### src/rtl/bridge_pkg.sv
// bridge_pkg: channel FSM state encoding, dead-time counter width and target helper
package bridge_pkg;
  localparam int DEAD_W = 8;
  typedef enum logic [1:0] {ST_OFF, ST_DEAD, ST_HIGH, ST_LOW} ch_state_e;
  function automatic ch_state_e target_of(input logic pwm, input logic brake);
    return (pwm && !brake) ? ST_HIGH : ST_LOW;
  endfunction
endpackage

### src/rtl/bridge_channel.sv
// bridge_channel: one half-bridge leg, break-before-make FSM with an 8-bit dead-time counter
module bridge_channel
  import bridge_pkg::*;
#(
  parameter int DEAD_CYCLES = 8
) (
  input  logic clk,
  input  logic reset_n,
  input  logic kill,
  input  logic pwm,
  input  logic brake,
  output logic gate_hi,
  output logic gate_lo,
  output logic dead
);
  localparam logic [DEAD_W-1:0] DEAD_LOAD = DEAD_W'(DEAD_CYCLES);
  ch_state_e state;
  ch_state_e target;
  logic [DEAD_W-1:0] cnt;
  assign target = target_of(pwm, brake);
  // State, counter and gate outputs all move together so gates are never both on
  always_ff @(posedge clk) begin
    if (!reset_n || kill) begin
      state   <= ST_OFF;
      cnt     <= '0;
      gate_hi <= 1'b0;
      gate_lo <= 1'b0;
      dead    <= 1'b0;
    end else begin
      case (state)
        ST_OFF: begin
          state <= ST_DEAD;
          cnt   <= DEAD_LOAD;
          dead  <= 1'b1;
        end
        ST_DEAD: begin
          if (cnt <= DEAD_W'(1)) begin
            state   <= target;
            cnt     <= '0;
            gate_hi <= target == ST_HIGH;
            gate_lo <= target == ST_LOW;
            dead    <= 1'b0;
          end else begin
            cnt <= cnt - DEAD_W'(1);
          end
        end
        default: begin
          if (target != state) begin
            state   <= ST_DEAD;
            cnt     <= DEAD_LOAD;
            gate_hi <= 1'b0;
            gate_lo <= 1'b0;
            dead    <= 1'b1;
          end
        end
      endcase
    end
  end
endmodule

### src/rtl/bridge_driver.sv
// bridge_driver: NUM_CH dead-time gate drivers plus Busy/FaultOut; BRIDGE_DRIVER_FAULT_LATCH_EN makes faults latch
module bridge_driver
  import bridge_pkg::*;
#(
  parameter int NUM_CH      = 2,
  parameter int DEAD_CYCLES = 8
) (
  input  logic              Clk,
  input  logic              ResetN,
  input  logic [NUM_CH-1:0] PwmIn,
  input  logic [NUM_CH-1:0] Brake,
  input  logic              Enable,
  input  logic              Fault,
  output logic [NUM_CH-1:0] GateHi,
  output logic [NUM_CH-1:0] GateLo,
  output logic              Busy,
  output logic              FaultOut
);
  logic kill;
  logic fault_q;
  logic [NUM_CH-1:0] dead;
`ifdef BRIDGE_DRIVER_FAULT_LATCH_EN
  assign kill = !Enable || Fault || fault_q;
  // Fault latches until the enable is dropped with no fault present
  always_ff @(posedge Clk) begin
    if (!ResetN) fault_q <= 1'b0;
    else if (Fault) fault_q <= 1'b1;
    else if (!Enable) fault_q <= 1'b0;
  end
`else
  assign kill = !Enable || Fault;
  // Fault status simply follows the fault input one cycle later
  always_ff @(posedge Clk) begin
    fault_q <= ResetN && Fault;
  end
`endif
  assign FaultOut = fault_q;
  assign Busy     = |dead;
  for (genvar i = 0; i < NUM_CH; i++) begin : g_ch
    bridge_channel #(
      .DEAD_CYCLES(DEAD_CYCLES)
    ) u_ch (
      .clk    (Clk),
      .reset_n(ResetN),
      .kill   (kill),
      .pwm    (PwmIn[i]),
      .brake  (Brake[i]),
      .gate_hi(GateHi[i]),
      .gate_lo(GateLo[i]),
      .dead   (dead[i])
    );
  end
endmodule

### config.mk
export PLATFORM = sky130hd
export DESIGN_NAME = bridge_driver
export DESIGN_NICKNAME = d
export VERILOG_FILES = /design/src/rtl/bridge_pkg.sv /design/src/rtl/bridge_channel.sv /design/src/rtl/bridge_driver.sv
export SDC_FILE = /design/constraint.sdc
export NUM_CORES = 1
export LEC_CHECK = 0
export CAP_MARGIN = 20
export CORE_MARGIN = 3
export CORE_UTILIZATION = 27
export DETAILED_ROUTE_END_ITERATION = 12
export GPL_TIMING_DRIVEN = 0
export HOLD_SLACK_MARGIN = 0.15
export PLACE_DENSITY = 0.46
export SLEW_MARGIN = 20
export SYNTH_ARGS = -nofsm -noshare
export SYNTH_HDL_FRONTEND = slang
export SYNTH_HIERARCHICAL = 1
export SYNTH_SLANG_ARGS = --single-unit
### constraint.sdc
create_clock -name Clk -period 2.02 [get_ports Clk]
set_input_delay 0.606 -clock Clk [delete_from_list [all_inputs] [get_ports Clk]]
set_output_delay 0.606 -clock Clk [all_outputs]
set_load 0.01 [all_outputs]
==> flow_summary_export.csv, run 1 <==
group,metric,value,unit
synth,synth_area,1390,µm²
synth,syn_inst,160,
cells_and_area,fin_nets,190,
route,wl_per_cell,11.8,µm
grt,grt.total_usage,10.4,%
cells_and_area,final_cell_mix,"23 x dfxtp_1, 22 x nor2_1, 14 x nand2_1",
place,pre_cts_ws,-297,ps
critical_path,critPathSlowestCell,"clkdlybuf4s50_1",
synth,ys_seq_area_share,38.9,%
synth,synth_cell_types,35,
die,start_util,28.7,%
job,drv_cap,0,
route,drtAntennaViolNets,0,
cells_and_area,finish.utilization,34.9,%
route,drt_iter0_drc,37,
synth,yosys.area_share.simple,29.3,%
synth,synth.ff_latch_count,27,
synth,async_reset_ff_share,0,%
die,fp.dieH,77.8,µm
timing,fin_setup_tns,0,ps
route,dr.pass1.iters,4,
synth,synth_warnings,6,
worst_hold_path,hold_path.class,"flip-flop to flip-flop",
route,met1_length,1280,µm
die,core_area,4850,µm²
synth,synth_area_leaders,"dfxtp_1 39%, nor2_1 5.9%, a21oi_1 4.3%",
clocking,cts_sinks,27,
critical_path,start_kind,"flip-flop",
route,totalWireLength,2880,µm
pwr,power_density,560,nW/µm²
synth,synth_compound_area_share,21.4,%
critical_path,worstPathMaxFanout,2,
critical_path,path_class,"flip-flop to output pin",
timing,maxSlewHeadroom,78.4,%
synth,synth_top_family_by_area,"simple AND/OR/NAND/NOR gates",
route,routed_via_density,4.79,
route,dr_wl_met3,95,µm
grt,grt_max_degree,16,
clocking,cts_tree,"yes",
critical_path,crit_chain,"or2_1, clkdlybuf4s50_1",
grt,grt.overflow.total,0,
clocking,numCtsBuffers,3,
synth,synthFlopType,"dfxtp_1",
die,dieArea,6050,µm²
critical_path,cp_data_required_time,1410,ps
cells_and_area,final_common_cell,"dfxtp_1",
critical_path,critPathCaptureType,"output pin",
clocking,h-tree-depth,1,
synth,synth_area_per_cell,8.69,µm²
critical_path,arrival,1290,ps
timing,setup_slack,126,ps
cells_and_area,diodes,0,
outcome,run_status,"finished, final reports clean",
timing,fmax,0.528,GHz
synth,synth_xor_xnor_area_share,3.78,%
place,dp_hpwl,2170,µm
place,io_buffers,13,
cells_and_area,drive_gt1_share,12.4,%
clocking,insertion_delay,270,ps
clocking,ctsHoldBuffers,0,
route,met2_length,1490,µm
die,die_w,77.8,µm
timing,min_period,1890,ps
route,drc,0,
synth,muxShareOfSynthArea,0,%
synth,synth_edf_count,0,
pwr,p_leak,0.712,nW
grt,grt_pass1_vias,1195,
grt,grt_pass1_wl,5230,µm
pwr,irDropWorstVdd,0.299,mV
synth,yosys.area_share.adder,3.60,%
die,num_io_pins,14,
synth,syn-num-nets,172,
clocking,cts-root-buf,"clkbuf_8",
timing,finalSetupViolCount,0,
timing,rsz0062_at_grt,"no",
synth,yosysTopAreaCell,"dfxtp_1",
timing,holdWs,469,ps
route,highest_layer,"met4",
cells_and_area,area_delta_synth_final,21.7,%
grt,grt_antenna_before_repair,0,
timing,clock_skew,4.43,ps
die,rows,25,
clocking,clk_pin_slew_worst_paths,100,ps
place,placedCellCount,240,
timing,slew_viol_final,0,
cells_and_area,final_cells,244,
route,vias,1168,
critical_path,cpPeakStageDelay,480,ps
timing,tightest_slew,322,ps
place,globalplace.congestion,0.811,
synth,synth.top_cell.area_share,38.9,%
timing,period_share,93.8,%
clocking,cts_buffer_depth,2,
timing,hold_viol_final,0,
worst paths after layout:
check | to | slack, ps | cells past startpoint | from
max reg2reg | g_ch[1].u_ch/cnt[7]$_SDFFE_PP0P_ | 140 | 6 | g_ch[1].u_ch/cnt[0]$_SDFFE_PP0P_
min reg2reg | g_ch[0].u_ch/dead$_SDFFE_PP0P_ | 470 | 1 | g_ch[0].u_ch/dead$_SDFFE_PP0P_
min | g_ch[0].u_ch/dead$_SDFFE_PP0P_ | 470 | 1 | g_ch[0].u_ch/dead$_SDFFE_PP0P_
max | Busy | 130 | 2 | g_ch[1].u_ch/dead$_SDFFE_PP0P_
cell usage after synthesis (2+ instances only):
| library cell | n |
|---|---|
| nor2b_1 | 4 |
| xnor2_1 | 2 |
| o2111ai_1 | 2 |
| nand2_1 | 14 |
| or3_1 | 4 |
| dfxtp_1 | 27 |
| xor2_1 | 4 |
| o21ai_2 | 2 |
| nand3_1 | 4 |
| a21o_1 | 2 |
| o21a_1 | 4 |
| o31ai_1 | 2 |
| ha_1 | 4 |
| a211oi_1 | 2 |
| inv_1 | 6 |
| nor3_1 | 2 |
| a311oi_2 | 2 |
| o21ai_0 | 4 |
| a21oi_1 | 12 |
| nand4bb_1 | 2 |
| or2_1 | 3 |
| a31oi_1 | 2 |
| o211a_1 | 2 |
| or3b_1 | 2 |
| and4_2 | 2 |
| nand2b_1 | 5 |
| o211ai_1 | 2 |
| buf_2 | 4 |
| nor4_1 | 2 |
| nor2_1 | 22 |
| nor4_4 | 2 |
| a21boi_0 | 2 |
| o21bai_1 | 2 |
| and4b_1 | 2 |
final cells by class:
class / instances / area, µm²
fillers: 519 / 3160
multi-input cells: 123 / 841
flip-flops and latches: 27 / 548
repair buffers: 13 / 130
well taps: 67 / 83.8
clock buffers: 3 / 41.3
inverters: 6 / 22.5
plain buffers: 4 / 20.0
clock inverters: 1 / 5.00
layer usage:
metal  global-route usage [%]  vias up
li1                         -      604
met1                     11.5      553
met2                     19.0        9
met3                     3.25        2
met4                     3.02        0
met5                        0        -
power breakdown:
group / internal [mW] / switching [mW]
combinational: 0.0470 / 0.0387
clock: 0.138 / 0.176
sequential: 0.538 / 0.00801
total: 0.724 / 0.223
flip-flops by register name, summed over array words and instances (netlist names):
register / cells
g_ch.u_ch/gate_hi: 2
g_ch.u_ch/cnt: 16
g_ch.u_ch/state: 4
g_ch.u_ch/dead: 2
FaultOut: 1
g_ch.u_ch/gate_lo: 2
kinds of logic after synthesis:
kind of cell | Yosys count
buffers and inverters | 10
xor gates and xnor gates | 6
adders and majority gates | 4
and+or+nand+nor | 71
AOI/OAI and AO/OA | 42
DFF | 27
metrics by stage:
| stage | cell area [µm²] | power (mW) |
|---|---|---|
| finish | 1690 | 0.947 |
| global route | 1690 | 1.00 |
| CTS | 1650 | 0.963 |
| detailed placement | 1600 | 0.644 |
| global placement | 1600 | 0.643 |
| floorplan | 1390 | 0.612 |
worst max-delay path: cells and delay by family, from the launching register on:
kind	cells	cell delay [ps]
buf+inv	1	480
flops	1	320
simple gates	1	210
repair_timing:
item / in CTS / in global routing
gates resized for setup: 0 / 10
setup buffers: 0 / 0
endpoints found under the hold margin: 0 / 0
endpoints found under the setup margin: 0 / 14
No activity file was read; power rests on OpenSTA's default activity.
==> run 2: changes to the inputs <==
--- a/config.mk
+++ b/config.mk
@@ -11,7 +11,7 @@
 export DETAILED_ROUTE_END_ITERATION = 12
 export GPL_TIMING_DRIVEN = 0
 export HOLD_SLACK_MARGIN = 0.15
-export PLACE_DENSITY = 0.46
+export PLACE_DENSITY = 0.48
 export SLEW_MARGIN = 20
 export SYNTH_ARGS = -nofsm -noshare
 export SYNTH_HDL_FRONTEND = slang
==> constraint.sdc (replaced) <==
create_clock -name Clk -period 1.9 [get_ports Clk]
set_input_delay 0.57 -clock Clk [delete_from_list [all_inputs] [get_ports Clk]]
set_output_delay 0.57 -clock Clk [all_outputs]
set_load 0.01 [all_outputs]
==> run 2 against run 1 <==
Against the previous run:
- design area up 1.2%
- total power increased by 5.6%
- critical path depth grew 4
- critical endpoint is now g_ch[0].u_ch/cnt[1]$_SDFFE_PP0P_
- largest cell class unchanged
- highest routed layer unchanged
==> flow_summary_export.csv, run 2 (same netlist as run 1, synthesis figures left out) <==
group,metric,value,unit
outcome,run_status,"finished, final reports clean",
die,start_util,28.7,%
grt,grt_pass1_vias,1189,
pwr,irDropWorstVdd,0.283,mV
clocking,cts_buffer_depth,2,
place,io_buffers,13,
clocking,cts_tree,"yes",
pwr,p_leak,0.751,nW
timing,fmax,0.536,GHz
route,routed_via_density,4.71,
cells_and_area,diodes,0,
critical_path,path_class,"primary input to flip-flop",
clocking,insertion_delay,270,ps
clocking,numCtsBuffers,3,
clocking,cts_sinks,27,
cells_and_area,filler_cell_count,509,
job,drv_cap,0,
place,globalplace.congestion,0.850,
cells_and_area,top_register,"g_ch.u_ch/cnt",
cells_and_area,largest_reg_flops,16,
critical_path,r2r_slack,50,ps
critical_path,arrival,2010,ps
pwr,pwr-share-clk,32.8,%
route,highest_layer,"met4",
cells_and_area,final_cell_mix,"24 x dfxtp_1, 22 x nor2_1, 14 x nand2_1",
worst_hold_path,min_from,"g_ch[1].u_ch/dead$_SDFFE_PP0P_",
route,totalWireLength,2860,µm
critical_path,worstPathMaxFanout,9,
die,die_w,77.8,µm
pwr,power_density,584,nW/µm²
worst_hold_path,min_path_cells,1,
timing,maxSlewHeadroom,67.8,%
critical_path,start_kind,"primary input",
grt,grt.overflow.total,0,
timing,tightest_slew,481,ps
critical_path,r2r_end,"g_ch[0].u_ch/cnt[7]$_SDFFE_PP0P_",
route,drtAntennaViolNets,0,
worst_hold_path,hold_end,"g_ch[1].u_ch/dead$_SDFFE_PP0P_",
route,drt_iter0_drc,40,
timing,rsz0062_at_grt,"yes",
cells_and_area,final_common_cell,"dfxtp_1",
grt,grt_max_degree,15,
timing,period_share,98.2,%
cells_and_area,area_delta_synth_final,23.1,%
die,core_area,4850,µm²
route,dr.pass1.iters,4,
critical_path,cp_data_required_time,2040,ps
clocking,h-tree-depth,1,
die,dieArea,6050,µm²
timing,min_period,1870,ps
timing,slew_viol_final,0,
route,met2_length,1440,µm
worst_hold_path,hold_path.class,"flip-flop to flip-flop",
cells_and_area,reg.largest.list,"g_ch.u_ch/cnt: 16 flops, g_ch.u_ch/state: 4 flops",
cells_and_area,drive_gt1_share,13.8,%
pwr,netSwitchingFraction,22.7,%
cells_and_area,fin_nets,194,
timing,finalSetupViolCount,0,
route,wl_per_cell,11.5,µm
die,fp.dieH,77.8,µm
timing,clock_skew,2.58,ps
clocking,clk_pin_slew_worst_paths,90,ps
route,dr_wl_met3,102,µm
clocking,cts-root-buf,"clkbuf_8",
grt,grt.total_usage,10.3,%
place,placed_area,1600,µm²
route,vias,1169,
pwr,switchingPower,0.227,mW
die,num_io_pins,14,
place,dp_hpwl,2170,µm
critical_path,critPathCaptureType,"flip-flop",
timing,hold_viol_final,0,
route,met1_length,1310,µm
route,drc,0,
critical_path,rr_startpoint,"g_ch[0].u_ch/cnt[1]$_SDFFE_PP0P_",
grt,grt_antenna_before_repair,0,
pwr,seqPwrFrac,58.1,%
pwr,comb_power_share,9.1,%
timing,holdWs,477,ps
pwr,p_int,0.773,mW
cells_and_area,stdcell_area,1710,µm²
critical_path,reg2regPathDepth,6,
die,rows,25,
grt,grt_pass1_wl,5180,µm
[run 2: cell types whose count changed in the layout (fill, tap and decap cells not counted), sizes merged]
cell / before / now
buf: 4 / 7
clkbuf: 3 / 5
clkdlybuf4s50: 13 / 12
clkinv: 1 / 0
dlymetal6s2s: 0 / 1
[run 2: routing by layer]
metal / vias to the layer above / GRT usage [%]
li1: 616 / -
met2: 15 / 18.5
met5: - / 0
met3: 2 / 2.90
met4: 0 / 2.14
met1: 536 / 12.1
[run 2: cell type report]
class	instances	area (µm²)	area share (%)
plain buffers	4	22.5	1.32
flip-flops and latches	27	547	31.9
well taps	67	83.8	4.90
clock buffers	4	45.0	2.63
inverters	6	22.5	1.32
multi-input cells	123	828	48.4
repair buffers	17	163	9.50
[run 2: through the flow]
| step | TNS, ps | setup slack [ps] | cells | power, mW | util, % |
|---|---|---|---|---|---|
| 3_5_place_dp | -3790 | -353 | 240 | 0.685 | 33.1 |
| 4_1_cts | 0 | 6.59 | 245 | 1.02 | 34.5 |
| 2_1_floorplan | 0 | 136 | 160 | 0.651 | - |
| 5_1_grt | -574 | -98.5 | 248 | 1.06 | 35.3 |
| 3_3_place_gp | -3210 | -296 | 240 | 0.683 | 33.1 |
| 6_report | 0 | 34.4 | 248 | 1.00 | 35.3 |
[run 2: critical path: stages]
cell             delay, ps
clkdlybuf4s50_1        470
nor2b_1                120
buf_2                  200
o21ai_4                120
o21bai_1               420
a211oi_1               100
[run 2: how the worst max path moves through the flow]
stage                     cells past startpoint                          endpoint                              from  slack [ps]
final                                         6  g_ch[0].u_ch/cnt[1]$_SDFFE_PP0P_                          PwmIn[0]          30
after global routing                          6  g_ch[0].u_ch/cnt[2]$_SDFFE_PP0P_                          PwmIn[0]        -100
after CTS                                     6  g_ch[1].u_ch/cnt[1]$_SDFFE_PP0P_                          PwmIn[1]           7
after detailed placement                      6  g_ch[1].u_ch/cnt[1]$_SDFFE_PP0P_                          PwmIn[1]        -350
after global placement                        6  g_ch[0].u_ch/cnt[1]$_SDFFE_PP0P_                          PwmIn[0]        -300
after floorplan                               6  g_ch[0].u_ch/cnt[7]$_SDFFE_PP0P_  g_ch[0].u_ch/cnt[0]$_SDFFE_PP0P_         140
[run 2: timing repair]
action                     CTS  global route
setup endpoints to repair    5            11
pin swaps                    1             5
hold buffers                 0             0
gates resized for setup      5             6
buffers inserted             1             3
[run 2: power by group through the flow]
stage	combinational, mW	clock (mW)	sequential [mW]
3_3_place_gp	0.0875	0	0.596
5_1_grt	0.100	0.376	0.583
6_report	0.0907	0.328	0.581
3_5_place_dp	0.0889	0	0.596
4_1_cts	0.0906	0.351	0.583
2_1_floorplan	0.0561	0	0.595
==> run 3: changes to the inputs <==
--- a/config.mk
+++ b/config.mk
@@ -5,6 +5,7 @@
 export SDC_FILE = /design/constraint.sdc
 export NUM_CORES = 1
 export LEC_CHECK = 0
+export ABC_CLOCK_PERIOD_IN_PS = 1900
 export CAP_MARGIN = 20
 export CORE_MARGIN = 3
 export CORE_UTILIZATION = 27
==> results of run 3 <==
Same layout as run 2: the final DEF is identical, and so are final timing and power.
